### config.mk
export PLATFORM = sky130hd
export DESIGN_NAME = fetch_execute_sequencer
export DESIGN_NICKNAME = d
export VERILOG_FILES = /design/src/rtl/fetch_execute_sequencer.sv
export SDC_FILE = /design/constraint.sdc
export NUM_CORES = 1
export LEC_CHECK = 0
export ABC_AREA = 0
export ABC_CLOCK_PERIOD_IN_PS = 5300
export CAP_MARGIN = 40
export CORE_MARGIN = 2
export CORE_UTILIZATION = 40
export CTS_CLUSTER_DIAMETER = 100
export DETAILED_ROUTE_END_ITERATION = 8
export GPL_TIMING_DRIVEN = 0
export SLEW_MARGIN = 20
export SYNTH_ARGS = -nofsm -noshare
export SYNTH_HDL_FRONTEND = slang
export SYNTH_SLANG_ARGS = --single-unit
### constraint.sdc
create_clock -name clock -period 5.3 [get_ports clock]
set_input_delay 1.06 -clock clock [delete_from_list [all_inputs] [get_ports clock]]
set_output_delay 1.06 -clock clock [all_outputs]
set_load 0.01 [all_outputs]
### src/rtl/fetch_execute_sequencer.sv
`default_nettype none
// ============================================================================
// Module   : fetch_execute_sequencer
// Purpose  : Bus initiator for the accumulator CPU. Owns PC, MAR, MBR, IR and
//            ACC and steps fetch -> decode -> operand access -> execute
//            against main memory over a registered req/ack handshake.
// Ports    : clock, reset      rising-edge clock, synchronous active-high reset
//            run               level enable, sampled in IDLE and FETCH
//            mem_req/mem_we    request valid / write select (registered)
//            mem_addr          request address (MAR, registered)
//            mem_wdata         write data (ACC, registered)
//            mem_ack/mem_rdata responder completion / read data
//            acc_out, pc_out   architectural accumulator and program counter
//            halted            HALT state reached
//            fault             0 none, 1 illegal opcode, 2 ack timeout
// Revision : 1.0 - initial release
// ============================================================================
module fetch_execute_sequencer #(
  parameter int ADDR_W      = 12,  // must not exceed 12 (opcode lives in [15:12])
  parameter int RESET_PC    = 0,
  parameter int ACK_TIMEOUT = 15   // must be >= 1
) (
  input  logic              clock,
  input  logic              reset,
  input  logic              run,
  output logic              mem_req,
  output logic              mem_we,
  output logic [ADDR_W-1:0] mem_addr,
  output logic [15:0]       mem_wdata,
  input  logic              mem_ack,
  input  logic [15:0]       mem_rdata,
  output logic [15:0]       acc_out,
  output logic [ADDR_W-1:0] pc_out,
  output logic              halted,
  output logic [1:0]        fault
);

  // Counter only needs to reach ACK_TIMEOUT-1; the wait that would make it
  // reach ACK_TIMEOUT is the one that raises the timeout instead.
  localparam int                CNT_W      = (ACK_TIMEOUT < 2) ? 1 : $clog2(ACK_TIMEOUT);
  localparam logic [CNT_W-1:0]  WAIT_LAST  = CNT_W'(ACK_TIMEOUT - 1);
  localparam logic [ADDR_W-1:0] RESET_PC_C = ADDR_W'(RESET_PC);

  localparam logic [3:0] OP_HALT  = 4'h0;
  localparam logic [3:0] OP_LOAD  = 4'h1;
  localparam logic [3:0] OP_STORE = 4'h2;
  localparam logic [3:0] OP_ADD   = 4'h3;
  localparam logic [3:0] OP_SUB   = 4'h4;
  localparam logic [3:0] OP_AND   = 4'h5;
  localparam logic [3:0] OP_OR    = 4'h6;
  localparam logic [3:0] OP_JMP   = 4'h7;
  localparam logic [3:0] OP_JZ    = 4'h8;

  localparam logic [1:0] FAULT_NONE    = 2'd0;
  localparam logic [1:0] FAULT_ILLEGAL = 2'd1;
  localparam logic [1:0] FAULT_TIMEOUT = 2'd2;

  typedef enum logic [3:0] {
    S_IDLE       = 4'd0,
    S_FETCH      = 4'd1,
    S_FETCH_WAIT = 4'd2,
    S_DECODE     = 4'd3,
    S_MEM_REQ    = 4'd4,
    S_MEM_WAIT   = 4'd5,
    S_EXECUTE    = 4'd6,
    S_HALT       = 4'd7,
    S_FAULT      = 4'd8
  } state_t;

  state_t            state_q, state_d;
  logic [ADDR_W-1:0] pc_q,    pc_d;
  logic [ADDR_W-1:0] mar_q,   mar_d;
  logic [15:0]       mbr_q,   mbr_d;
  logic [15:0]       ir_q,    ir_d;
  logic [15:0]       acc_q,   acc_d;
  logic              req_q,   req_d;
  logic              we_q,    we_d;
  logic [CNT_W-1:0]  wait_q,  wait_d;
  logic [1:0]        fault_q, fault_d;

  logic [3:0]        w_opcode;
  logic [ADDR_W-1:0] w_addr;
  logic              w_timeout;

  assign w_opcode  = ir_q[15:12];
  assign w_addr    = ir_q[ADDR_W-1:0];
  assign w_timeout = (wait_q == WAIT_LAST);

  always_ff @(posedge clock) begin
    if (reset) begin
      state_q <= S_IDLE;
      pc_q    <= RESET_PC_C;
      mar_q   <= '0;
      mbr_q   <= '0;
      ir_q    <= '0;
      acc_q   <= '0;
      req_q   <= 1'b0;
      we_q    <= 1'b0;
      wait_q  <= '0;
      fault_q <= FAULT_NONE;
    end else begin
      state_q <= state_d;
      pc_q    <= pc_d;
      mar_q   <= mar_d;
      mbr_q   <= mbr_d;
      ir_q    <= ir_d;
      acc_q   <= acc_d;
      req_q   <= req_d;
      we_q    <= we_d;
      wait_q  <= wait_d;
      fault_q <= fault_d;
    end
  end

  always_comb begin
    state_d = state_q;
    pc_d    = pc_q;
    mar_d   = mar_q;
    mbr_d   = mbr_q;
    ir_d    = ir_q;
    acc_d   = acc_q;
    req_d   = req_q;
    we_d    = we_q;
    wait_d  = wait_q;
    fault_d = fault_q;

    case (state_q)
      S_IDLE: begin
        if (run) state_d = S_FETCH;
      end

      // run is checked here so an instruction is never abandoned once its
      // fetch has been issued.
      S_FETCH: begin
        if (run) begin
          mar_d   = pc_q;
          req_d   = 1'b1;
          we_d    = 1'b0;
          wait_d  = '0;
          state_d = S_FETCH_WAIT;
        end else begin
          state_d = S_IDLE;
        end
      end

      S_FETCH_WAIT: begin
        if (mem_ack) begin
          ir_d    = mem_rdata;
          pc_d    = pc_q + ADDR_W'(1);
          req_d   = 1'b0;
          state_d = S_DECODE;
        end else if (w_timeout) begin
          req_d   = 1'b0;
          fault_d = FAULT_TIMEOUT;
          state_d = S_FAULT;
        end else begin
          wait_d  = wait_q + CNT_W'(1);
        end
      end

      S_DECODE: begin
        case (w_opcode)
          OP_HALT: state_d = S_HALT;
          OP_JMP: begin
            pc_d    = w_addr;
            state_d = S_FETCH;
          end
          OP_JZ: begin
            if (acc_q == 16'h0000) pc_d = w_addr;
            state_d = S_FETCH;
          end
          OP_LOAD, OP_STORE, OP_ADD, OP_SUB, OP_AND, OP_OR: state_d = S_MEM_REQ;
          default: begin
            fault_d = FAULT_ILLEGAL;
            state_d = S_FAULT;
          end
        endcase
      end

      S_MEM_REQ: begin
        mar_d   = w_addr;
        req_d   = 1'b1;
        we_d    = (w_opcode == OP_STORE);
        wait_d  = '0;
        state_d = S_MEM_WAIT;
      end

      S_MEM_WAIT: begin
        if (mem_ack) begin
          req_d = 1'b0;
          we_d  = 1'b0;
          if (we_q) begin
            state_d = S_FETCH;
          end else begin
            mbr_d   = mem_rdata;
            state_d = S_EXECUTE;
          end
        end else if (w_timeout) begin
          req_d   = 1'b0;
          we_d    = 1'b0;
          fault_d = FAULT_TIMEOUT;
          state_d = S_FAULT;
        end else begin
          wait_d  = wait_q + CNT_W'(1);
        end
      end

      S_EXECUTE: begin
        case (w_opcode)
          OP_LOAD: acc_d = mbr_q;
          OP_ADD:  acc_d = acc_q + mbr_q;
          OP_SUB:  acc_d = acc_q - mbr_q;
          OP_AND:  acc_d = acc_q & mbr_q;
          OP_OR:   acc_d = acc_q | mbr_q;
          default: acc_d = acc_q;
        endcase
        state_d = S_FETCH;
      end

      // Terminal states: only reset leaves them.
      S_HALT, S_FAULT: state_d = state_q;

      default: state_d = S_IDLE;
    endcase
  end

  assign mem_req   = req_q;
  assign mem_we    = we_q;
  assign mem_addr  = mar_q;
  assign mem_wdata = acc_q;
  assign acc_out   = acc_q;
  assign pc_out    = pc_q;
  assign halted    = (state_q == S_HALT);
  assign fault     = fault_q;

endmodule
`default_nettype wire

==> run_results.csv <==
group,metric,value,unit
setup_path,critPathRequiredTime,5.54,ns
floorplan,die_h,122,um
synthesis,synth_top_cell_by_area,"dfxtp_1",
power,vdd_drop_max,152,uV
run,cap_violations,0,
clock_tree,cts_tree,"done",
synthesis,synth_flop_cell,"dfxtp_1",
power,p_leak,2.46,nW
setup_path,arrival,3.86,ns
floorplan,ios,81,
min_path,min_to,"fault[0]",
min_path,worstHoldStart,"fault[0]",
clock_tree,cts.sinks,84,
power,report.power.total,1.63,mW
run_status,outcome,"finished clean",
synthesis,yosysMostFrequentCell,"nand2_1",
cells_and_area,fin_cells,994,
placement,placed_cell_area,6570,sq um
synthesis,syn_avg_cell_area,7.73,sq um
placement,place_ws,1.58,ns
timing,max_clock_freq,0.276,GHz
setup_path,reg2reg_slack,1.68,ns
power,power_density,237,nW/um^2
synthesis,yosysWarnings,0,
timing,slew_violations,0,
floorplan,die_x,122,um
grt,antenna_found_initial,0,
detailed_routing,routed_wl,17.7,mm
grt,grt_pass1_wl,28.0,mm
cells_and_area,fin_area,6890,sq um
clock_tree,post_cts_resized,0,
setup_path,max_stage_delay,0.40,ns
clock_tree,cts.path.max_buffers,2,
clock_tree,htree_levels,3,
setup_path,cp_cell_sequence,"buf_2 > buf_2 > nor3_1 > clkbuf_2 > a21oi_1 > xnor2_1 > ha_1 > a21o_1 > a21oi_1 > nand2_1 > a311oi_1 > o22ai_1 > a41o_1",
setup_path,crit_type,"reg2reg",
timing,fin_crit,3.62,ns
synthesis,syn-cell-area,5550,sq um
cells_and_area,seqCellArea,1680,sq um
cells_and_area,n_fill_cell,1395,
timing,maxSlewHeadroom,49.8,%
clock_tree,cts_setup_buffers,0,
synthesis,synth_edf_count,0,
detailed_routing,vias,5808,
cells_and_area,diodes,0,
timing,period_share,68.3,%
grt,grt_usage,23.8,%
clock_tree,cts_made_buffers,9,
synthesis,yosys.area.top_type_share,30.3,%
setup_path,r2r_cells,13,
cells_and_area,final_net_count,851,
setup_path,crit_family,"compound AO/OA/AOI/OAI gates",
placement,portBuffers,80,
synthesis,yosysUniqueCellTypes,81,
synthesis,async_flop_share,0,%
grt,grt-ovfl-total,0,
synthesis,synth_nets,759,
min_path,hold_depth,2,
detailed_routing,vias_per_cell,5.84,
timing,setup-violations-final,0,
synthesis,ys_seq_area_share,30.3,%
synthesis,syn-instance-count,717,
timing,hold_viol,0,
synthesis,synth_common_cells,"115 x nand2_1, 86 x a21oi_1, 84 x dfxtp_1, 56 x nor2_1, 24 x clkbuf_1",
clock_tree,clk_latency,0.34,ns
setup_path,critPathLaunch,"ir_q[12]",
timing,tightest_slew,0.753,ns
floorplan,rows,43,
floorplan,die_area,14800,sq um
setup_path,timing.rr.end,"acc_out[12]",
clock_tree,clk_pin_slew,0.07,ns
detailed_routing,ant_nets,0,
detailed_routing,drt_pass1_iterations,5,
synthesis,synth_area_leaders,"dfxtp_1 30%, nand2_1 7.8%, a21oi_1 7.8%",
clock_tree,root_buffer,"clkbuf_16",
cells_and_area,fin_util,50.3,%
setup_path,r2r_start,"ir_q[12]",
placement,dp.cells,977,
timing,fin_skew,0.00867,ns
setup_path,critPathCaptureType,"register",
setup_path,crit_fanout,10,
clock_tree,hold_buffers,0,
detailed_routing,initialDrtViolationCount,586,
setup_path,startpoint_type,"register",
cells_and_area,synthToLayoutAreaGrowth,24.3,%
detailed_routing,drcViolationCount,0,
timing,whs,0.461,ns
placement,detailed_place_hpwl,13.6,mm
placement,routabilityCongestion,0.872,
cells_and_area,multiInputGateArea,3480,sq um
grt,grt_max_degree,14,
setup_path,cp.buffers_inverters,3,
timing,timing.setup.tns,0,ns
min_path,min-delay-path-class,"reg2reg",
timing,fin_ws,1.68,ns
floorplan,coreArea,13700,sq um
grt,grt_pass1_vias,5242,
detailed_routing,wl_per_cell,17.8,um
synthesis,ys_ff_latch,84,
floorplan,start_util,40.4,%
cells_and_area,drive_gt1_share,8.97,%
setup_path,cpMaxStageDelayCell,"nor3_1",
timing,rsz0062_at_grt,"no",
-- kinds of logic (layout without fill, tap and decap cells) --
| logic type | count (synthesis) | count (layout) | synth area share [%] |
|---|---|---|---|
| adder cells (fa/ha/maj) | 22 | 22 | 5.10 |
| AO/OA/AOI/OAI | 228 | 228 | 27.1 |
| buffers and inverters | 72 | 169 | 6.95 |
| flip-flops | 84 | 84 | 30.3 |
| XOR/XNOR | 23 | 23 | 3.63 |
| AND/OR/NAND/NOR | 275 | 275 | 24.6 |
| multiplexers | 13 | 13 | 2.37 |
-- final cells by class --
type | count | area share, %
Clock inverter | 5 | 1.09
Sequential cell | 84 | 24.4
Clock buffer | 11 | 3.52
Inverter | 11 | 0.599
Multi-Input combinational cell | 561 | 50.5
Tap cell | 180 | 3.27
Buffer | 61 | 4.99
Timing Repair Buffer | 81 | 11.7
-- worst max-delay path by stage --
| stage | endpoint | slack, ns | cells past startpoint |
|---|---|---|---|
| 2_1_floorplan | acc_out[12] | 2.40 | 12 |
| 3_3_place_gp | acc_out[12] | 1.58 | 12 |
| 3_5_place_dp | acc_out[12] | 1.58 | 12 |
| 4_1_cts | acc_out[12] | 1.55 | 12 |
| 5_1_grt | acc_out[15] | 1.47 | 12 |
| 6_report | acc_out[12] | 1.68 | 13 |
-- power breakdown --
group          total [mW]  internal, mW  switching (mW)  leakage, nW
Sequential          0.675         0.655          0.0194        0.679
Clock               0.679         0.423           0.256        0.159
Combinational       0.279         0.116           0.163         1.63
Total                1.63          1.19           0.438         2.46
-- sequential cells by signal (all words and copies together) (netlist names) --
| signal | cells |
|---|---|
| state_q | 4 |
| ir_q | 16 |
| mem_req | 1 |
| fault | 2 |
| mbr_q | 16 |
| wait_q | 4 |
| mem_addr | 12 |
| acc_out | 16 |
| mem_we | 1 |
| pc_out | 12 |
-- per-layer routing --
layer	GRT usage, %	vias to the layer above	wire (um)
met3	4.31	23	1250
met2	36.8	220	7950
met1	34.4	2790	8270
met5	0	-	0
li1	-	2775	-
met4	5.60	0	246
-- cells in the final DEF, fill, tap and decap left out, types with 8 or more instances in the layout --
cell type	count
or3_1	10
o21ai_1	9
nor2_1	56
o21a_1	12
o32ai_1	8
a21oi_1	86
nand3_1	15
xnor2_1	14
o21ai_0	21
inv_1	10
clkdlybuf4s50_1	80
buf_2	14
xor2_1	9
buf_4	18
nor3_1	15
ha_1	21
a31oi_1	8
a21o_1	13
nand2_1	115
a211oi_1	17
dfxtp_1	84
clkbuf_16	9
mux2i_1	12
clkbuf_1	25
nor4_1	9
-- tightest hold or removal path: stages, from the launching register on --
cell and delay [ns]:
dfxtp_1 0.31, nand2_1 0.05, a21oi_1 0.05
Power figures use the tool's default switching activity.
